==> src/rtl/seq_shifter.sv <==
// seq_shifter: multi-cycle operand shifter with valid/ready handshakes.
//
// Accepts one operand per transaction and shifts it by up to STEP bit positions
// per clock. The result is presented on Op with out_valid until the consumer
// takes it. Supported modes are LSL, LSR, ASR and ROL.
//
// Handshake rule (both ports): a transfer happens on a rising edge where
// valid and ready are both high. The producer holds in_valid/Ip/amt/mode
// until in_ready. The block holds out_valid/Op until out_ready. in_ready and
// out_valid are never high together.
//
// Ports:
//   clk        system clock, rising edge
//   rst_n      synchronous active-low reset
//   in_valid   request valid
//   in_ready   block idle and able to accept (high only in IDLE)
//   Ip         operand, WIDTH bits, bit WIDTH-1 is the MSB
//   amt        requested shift amount, AW bits
//   mode       00 LSL, 01 LSR, 10 ASR, 11 ROL
//   out_valid  result valid on Op (high only in DONE)
//   out_ready  consumer accepts result
//   Op         result / working register
//   busy       high in SHIFT or DONE
//
// The state can be observed from outside as {busy, out_valid}:
// 00 = IDLE, 10 = SHIFT, 11 = DONE.
module seq_shifter #(
    parameter int WIDTH = 8,
    parameter int STEP  = 1,
    parameter int AW    = $clog2(WIDTH) + 1
) (
    input  logic             clk,
    input  logic             rst_n,
    input  logic             in_valid,
    output logic             in_ready,
    input  logic [WIDTH-1:0] Ip,
    input  logic [AW-1:0]    amt,
    input  logic [1:0]       mode,
    output logic             out_valid,
    input  logic             out_ready,
    output logic [WIDTH-1:0] Op,
    output logic             busy
);

    typedef enum logic [1:0] {
        S_IDLE  = 2'd0,
        S_SHIFT = 2'd1,
        S_DONE  = 2'd2
    } state_e;

    localparam logic [1:0] MODE_LSL = 2'b00;
    localparam logic [1:0] MODE_LSR = 2'b01;
    localparam logic [1:0] MODE_ASR = 2'b10;
    localparam logic [1:0] MODE_ROL = 2'b11;

    localparam logic [AW-1:0] WIDTH_A = AW'(WIDTH);
    localparam logic [AW-1:0] WM1_A   = AW'(WIDTH - 1);
    localparam logic [AW-1:0] STEP_A  = AW'(STEP);

    state_e           state_q, state_d;
    logic [WIDTH-1:0] op_q, op_d;
    logic [1:0]       mode_q, mode_d;
    logic [AW-1:0]    rem_q, rem_d;

    logic [AW-1:0]      eff_amt;
    logic [AW-1:0]      step_amt;
    logic [WIDTH-1:0]   shifted;
    logic [2*WIDTH-1:0] rol_w;

    // Effective amount from the raw request. ASR saturates at WIDTH-1 because
    // by then every bit already equals the sign bit. ROL wraps, and since
    // WIDTH is a power of two the wrap is a mask.
    always_comb begin
        eff_amt = amt;
        case (mode)
            MODE_LSL, MODE_LSR: eff_amt = (amt > WIDTH_A) ? WIDTH_A : amt;
            MODE_ASR:           eff_amt = (amt > WM1_A) ? WM1_A : amt;
            MODE_ROL:           eff_amt = amt & WM1_A;
            default:            eff_amt = amt;
        endcase
    end

    // One step of the shift: s = min(STEP, rem).
    always_comb begin
        step_amt = (rem_q > STEP_A) ? STEP_A : rem_q;
        // Rotate: shift a doubled copy left, and take the upper half.
        rol_w    = {op_q, op_q} << step_amt;
        shifted  = op_q;
        case (mode_q)
            MODE_LSL: shifted = op_q << step_amt;
            MODE_LSR: shifted = op_q >> step_amt;
            MODE_ASR: shifted = $signed(op_q) >>> step_amt;
            MODE_ROL: shifted = rol_w[2*WIDTH-1:WIDTH];
            default:  shifted = op_q;
        endcase
    end

    // Next state and datapath updates.
    always_comb begin
        state_d = state_q;
        op_d    = op_q;
        mode_d  = mode_q;
        rem_d   = rem_q;
        case (state_q)
            S_IDLE: begin
                if (in_valid) begin
                    op_d    = Ip;
                    mode_d  = mode;
                    rem_d   = eff_amt;
                    state_d = (eff_amt != '0) ? S_SHIFT : S_DONE;
                end
            end
            S_SHIFT: begin
                op_d  = shifted;
                rem_d = rem_q - step_amt;
                if (rem_q == step_amt) begin
                    state_d = S_DONE;
                end
            end
            S_DONE: begin
                if (out_ready) begin
                    state_d = S_IDLE;
                end
            end
            default: state_d = S_IDLE;
        endcase
    end

    always_ff @(posedge clk) begin
        if (!rst_n) begin
            state_q <= S_IDLE;
            op_q    <= '0;
            mode_q  <= MODE_LSL;
            rem_q   <= '0;
        end else begin
            state_q <= state_d;
            op_q    <= op_d;
            mode_q  <= mode_d;
            rem_q   <= rem_d;
        end
    end

    // All outputs come from registers or state decode only.
    assign in_ready  = (state_q == S_IDLE);
    assign out_valid = (state_q == S_DONE);
    assign busy      = (state_q != S_IDLE);
    assign Op        = op_q;

endmodule

==> config.mk <==
export PLATFORM = sky130hd
export DESIGN_NAME = seq_shifter
export DESIGN_NICKNAME = d
export VERILOG_FILES = /design/src/rtl/seq_shifter.sv
export SDC_FILE = /design/constraint.sdc
export NUM_CORES = 1
export LEC_CHECK = 0
export BUFFER_PORTS_ARGS = -buffer_cell sky130_fd_sc_hd__buf_2
export CORE_ASPECT_RATIO = 1.5
export CORE_MARGIN = 1.5
export CORE_UTILIZATION = 50
export CTS_BUF_LIST = sky130_fd_sc_hd__clkbuf_4
export CTS_CLUSTER_DIAMETER = 60
export CTS_CLUSTER_SIZE = 14
export DETAILED_ROUTE_END_ITERATION = 10
export PLACE_DENSITY = 0.88
export SETUP_SLACK_MARGIN = 0.02
export SKIP_CTS_REPAIR_TIMING = 1
export SLEW_MARGIN = 10
export SYNTH_ARGS = -nofsm -noshare
export SYNTH_HDL_FRONTEND = slang
export SYNTH_SLANG_ARGS = --single-unit
export TNS_END_PERCENT = 100
==> constraint.sdc <==
create_clock -name clk -period 4.35 [get_ports clk]
set_input_delay 0.6525 -clock clk [delete_from_list [all_inputs] [get_ports clk]]
set_output_delay 0.6525 -clock clk [all_outputs]
set_load 0.005 [all_outputs]
# Word level (Yosys, flattened, before mapping)
# Index checks and enable logic that the tools add are counted.
# classes
n_addsub,1
magnitude_cmp,3
eq_ne,12
shift,4
mux,14
n_reduce_logical,10
# op_table
operator,n
8-bit case mux with 4 select lines,1
4-bit two-way mux,4
8-bit case mux with 2 select lines,1
16-bit by 4-bit left shift with 16-bit output,1
4-bit case mux with 3 select lines,1
2-bit equality test (second input constant),5
2-bit two-way mux,4
8-bit two-way mux,1
4-bit case mux with 2 select lines,1
8-bit by 4-bit left shift with 8-bit output,1
8-bit by 4-bit right shift with 8-bit output,1
8-bit by 4-bit >>> shifter with 8-bit output,1
2-bit by 1-bit equality test with 1-bit output (second input constant),3
2-bit zero test,3
2-bit case mux with 3 select lines,1
4-bit equality test,1
4-bit by 1-bit > comparator with 1-bit output (second input constant),1
4-bit by 3-bit > comparator with 1-bit output (second input constant),1
4-bit > comparator (second input constant),1
2-bit inequality test (second input constant),2
2-bit AND reduction,2
2-bit nonzero test,2
4-bit nonzero test,1
4-bit subtractor,1
other kinds (3),3
# word_totals
register_bits,16
inputBits,18
output_inout_bits,11
word_cells,48

# Longest topological paths before layout
# depth
word_depth,7
ltp_mapped,7
depth_no_buf,7

# Worst setup path before layout
# Ideal clock, no wire load.
# synth_path
path_kind,input to register
start,in in_valid
end,"reg op_q[1], in the netlist Op[1]"
setup_ns,0.119
t_arrival_ns,1.668
required_ns,4.231
path_slack_ns,2.563
cell_stages,5
n_path_buf,1
cell_sequence,clkbuf_1 > nor2_1 > nor2_1 > a311oi_1 > o221a_1
# synth_between
elab_chain_cells,2
# synth_lines
item,line,rtl
"start, declared",34,"input logic in_valid,"
2-bit inequality test (no line),--,
2-bit AND reduction (no line),--,
"end signal, assigned",137,op_q <= op_d;
"end, declared",61,"logic [WIDTH-1:0] op_q, op_d;"
# No other way between the ends.
# A chain may end at the register's enable or synchronous reset.

# Final worst setup path
# layout_path
start,reg state_q[1]
end,out out_valid
# layout_between
elab_chain_cells,1
# layout_lines
item,line,rtl
"start, declared",60,"state_e state_q, state_d;"
"start signal, assigned",136,state_q <= state_d;
2-bit equality test,145,assign out_valid = (state_q == S_DONE);
"end, declared",39,"output logic out_valid,"
# No other way between the ends.

==> summary.md <==
| Metric | Value |
|---|---|
| Status | complete, no violations |
| Setup ws final | about 2.5 ns |
| WP buf/inv | 1 |
| Layout cells sized above 1 | 0.222 |
| Required time worst endpoint | ~3.7 ns |
| Cell family with most CP delay | flip-flops |
| Synth Net Count | 147 |
| Final-stage net count | about 180 |
| Pre-CTS setup slack | between 2 and 3 ns |
| Dominant synthesized flop cell | dfxtp_1 |
| Vias per cell | ~6 |
| Diode count | 0 |
| Yosys reg bits | 16 |
| Buffers on Ports | 28 |
| Hold_sp | rem_q[0]$_SDFFE_PN0P_ |
| Clk_lat worst skew | between 0.2 and 0.3 ns |
| Relative slew slack | 0.596 |
| Post-synth EDFFs | 0 |
| VDD IR max | roughly 0.23 mV |
| CTS tree | done |
| Chip Width | about 40 um |
| Initial Utilization | 0.525 |
| Final setup vio count | 0 |
| Worst-path cell chain | nor2b_1 > buf_2 |
| Routability cong. | approximately 0.9 |
| TritonCTS buffer count | 3 |
| FFs w/ async S/R, synth | 0 |
| Die area | between 2000 and 2500 um^2 |
| Vias | 1068 |
| Slowest CP cell | dfxtp_1 |
| Vias in the first global route | 989 |
| Sequential fraction of the synthesis area | 0.305 |
| Fin crit period | 1.88 ns |
| Row count | 20 |
| Final hold vios | 0 |
| Power Density | about 330 nW/um^2 |
| Core area | ~2000 um^2 |
| HP Class | flip-flop to flip-flop |
| Die Height | around 60 um |
| Number of routed nets with antenna violations | 0 |
| Reg2reg end | Op[0]$_SDFFE_PN0P_ |
| Avg WL per Cell | between 10 and 15 um |
| Slowest stage delay, CP | 0.57 ns |
| Crit-path max FO | 12 |
| First-pass GRT wire length | about 4400 um |
| Synth Area per Inst | 8.28 um^2 |
| Routed WL | 2610 um |
| CP Class | flip-flop to output port |
| Fin Hold WS | 0.537 ns |
| Crit path DAT | 1.23 ns |
| Starting DRT DRC Count | 26 |
| Total GRT Usage | 0.262 |
| IO Pins | 29 |
| Max Slew Vio Count | 0 |
| CTS HTree Levels | 1 |
| Clk slew on worst S/H paths | about 0.10 ns |
| Hold Crit Depth | 2 |
| RR Startpoint | rem_q[0]$_SDFFE_PN0P_ |
| Setup crit start kind | flip-flop |
| Register-to-register setup slack | approximately 2.7 ns |
| Overall Power | ~410 uW |
| Max cap viols | 0 |
| Share of the synthesized area in the top cell type | 0.305 |
| Largest cells by area after synthesis | dfxtp_1 (30%), mux2i_1 (10%), nor2b_1 (7.1%) |
| CP Capture Type | output port |
| Fmax | ~0.53 GHz |
| Remaining global-route overflow | 0 |
| # clock sinks | 16 |
| R2r worst-path depth | 4 |
| Mapped Area | between 1000 and 1500 um^2 |
| RSZ-0062 raised after global routing | no |
| WHS Endpoint | rem_q[0]$_SDFFE_PN0P_ |
| DRC | 0 |
| Top cells by count, synth | dfxtp_1 (16), nand2_1 (13), nor2b_1 (12), mux2i_1 (11), nor2_1 (9) |
| Largest net degree at the start of global routing | 16 |
| Dpl hpwl | around 2000 um |
| Final TNS setup | 0 ns |
| # fillers | 190 |
| Clock buffer depth | 2 |
| Clock Skew | around 0.0097 ns |
| Most numerous cell in the Yosys netlist | dfxtp_1 |
| Cell taking the most area after synthesis | dfxtp_1 |
| Tcrit/Tclk final | 0.433 |
| Yosys warning count | 0 |
| Initial antenna violation count | 0 |
| Clock root buffer | clkbuf_4 |
| DRT Pass-1 Iters | 4 |
| Least-Margin Pin Slew | ~0.59 ns |
| Synth Instances | between 100 and 150 |
| Layout area overhead | 16.2% |
| Distinct cell type count after synthesis | 34 |
| Leak | about 0.00057 uW |
## state kept, by name, summed over array words and instances, names as in the netlist
register  flops
rem_q         4
mode_q        2
Op            8
state_q       2
## stage by stage
stage / std cells / utilization / instance area [um^2]
4_1_cts: 175 / 0.610 / 1220
6_report: 175 / 0.610 / 1220
3_5_place_dp: 172 / 0.599 / 1200
3_3_place_gp: 172 / 0.599 / 1200
2_1_floorplan: 127 / - / 1050
5_1_grt: 175 / 0.610 / 1220
## worst reg2reg max path, stage by stage (launching register included)
cell and delay [ns]:
dfxtp_1 0.35, or4_1 0.63, nand3_1 0.27, a21oi_1 0.08
a211o_1 0.27
## placed cells by master, fill, tap and decap left out, drive strengths merged, types with 3 or more instances in the layout
cell and count:
inv 3, nand2b 5, nor2 9, a21oi 6, nor2b 12, mux2i 11, o22ai 8, nand3b 3
nand2 13, a21o 5, dfxtp 16, clkbuf 3, o21ai 3, a21boi 3, buf 28
## how the worst max path moves through the flow
stage	start	end	slack, ns	depth (start not counted)
after global routing	state_q[1]$_SDFFE_PN0P_	out_valid	2.40	2
after floorplan	in_valid	Op[1]$_SDFFE_PN0P_	2.56	5
final	state_q[1]$_SDFFE_PN0P_	out_valid	2.47	2
after detailed placement	mode[1]	state_q[0]$_SDFFE_PN0P_	2.55	5
after CTS	state_q[1]$_SDFFE_PN0P_	out_valid	2.49	2
after global placement	mode[1]	state_q[0]$_SDFFE_PN0P_	2.54	5
## cell families after synthesis
logic type      share of synthesized area
simple gates                        0.258
compound gates                      0.242
flops                               0.305
mux                                 0.115
buf+inv                            0.0298
fa+ha+maj                          0.0238
xor+xnor                           0.0262
## power by group
group	internal, uW	switching, uW
logic	65.7	70.2
registers	164	28.7
clock network	32.2	47.5
total	262	146
## layer usage
metal | track usage | vias to the layer above | wire, um
li1 | - | 513 | -
met1 | 0.314 | 500 | 1010
met2 | 0.417 | 45 | 1370
met3 | 0.0451 | 10 | 133
met4 | 0.148 | 0 | 88
met5 | 0 | - | 0
## final cells by class
cell class	count	area (um^2)	area share
Multi-Input combinational cell	103	699	0.573
Sequential cell	16	320	0.262
Timing Repair Buffer	28	140	0.115
Tap cell	22	27.5	0.0225
Clock buffer	3	22.5	0.0184
Inverter	3	11.3	0.00922
No activity file was read; power rests on OpenSTA's default activity.
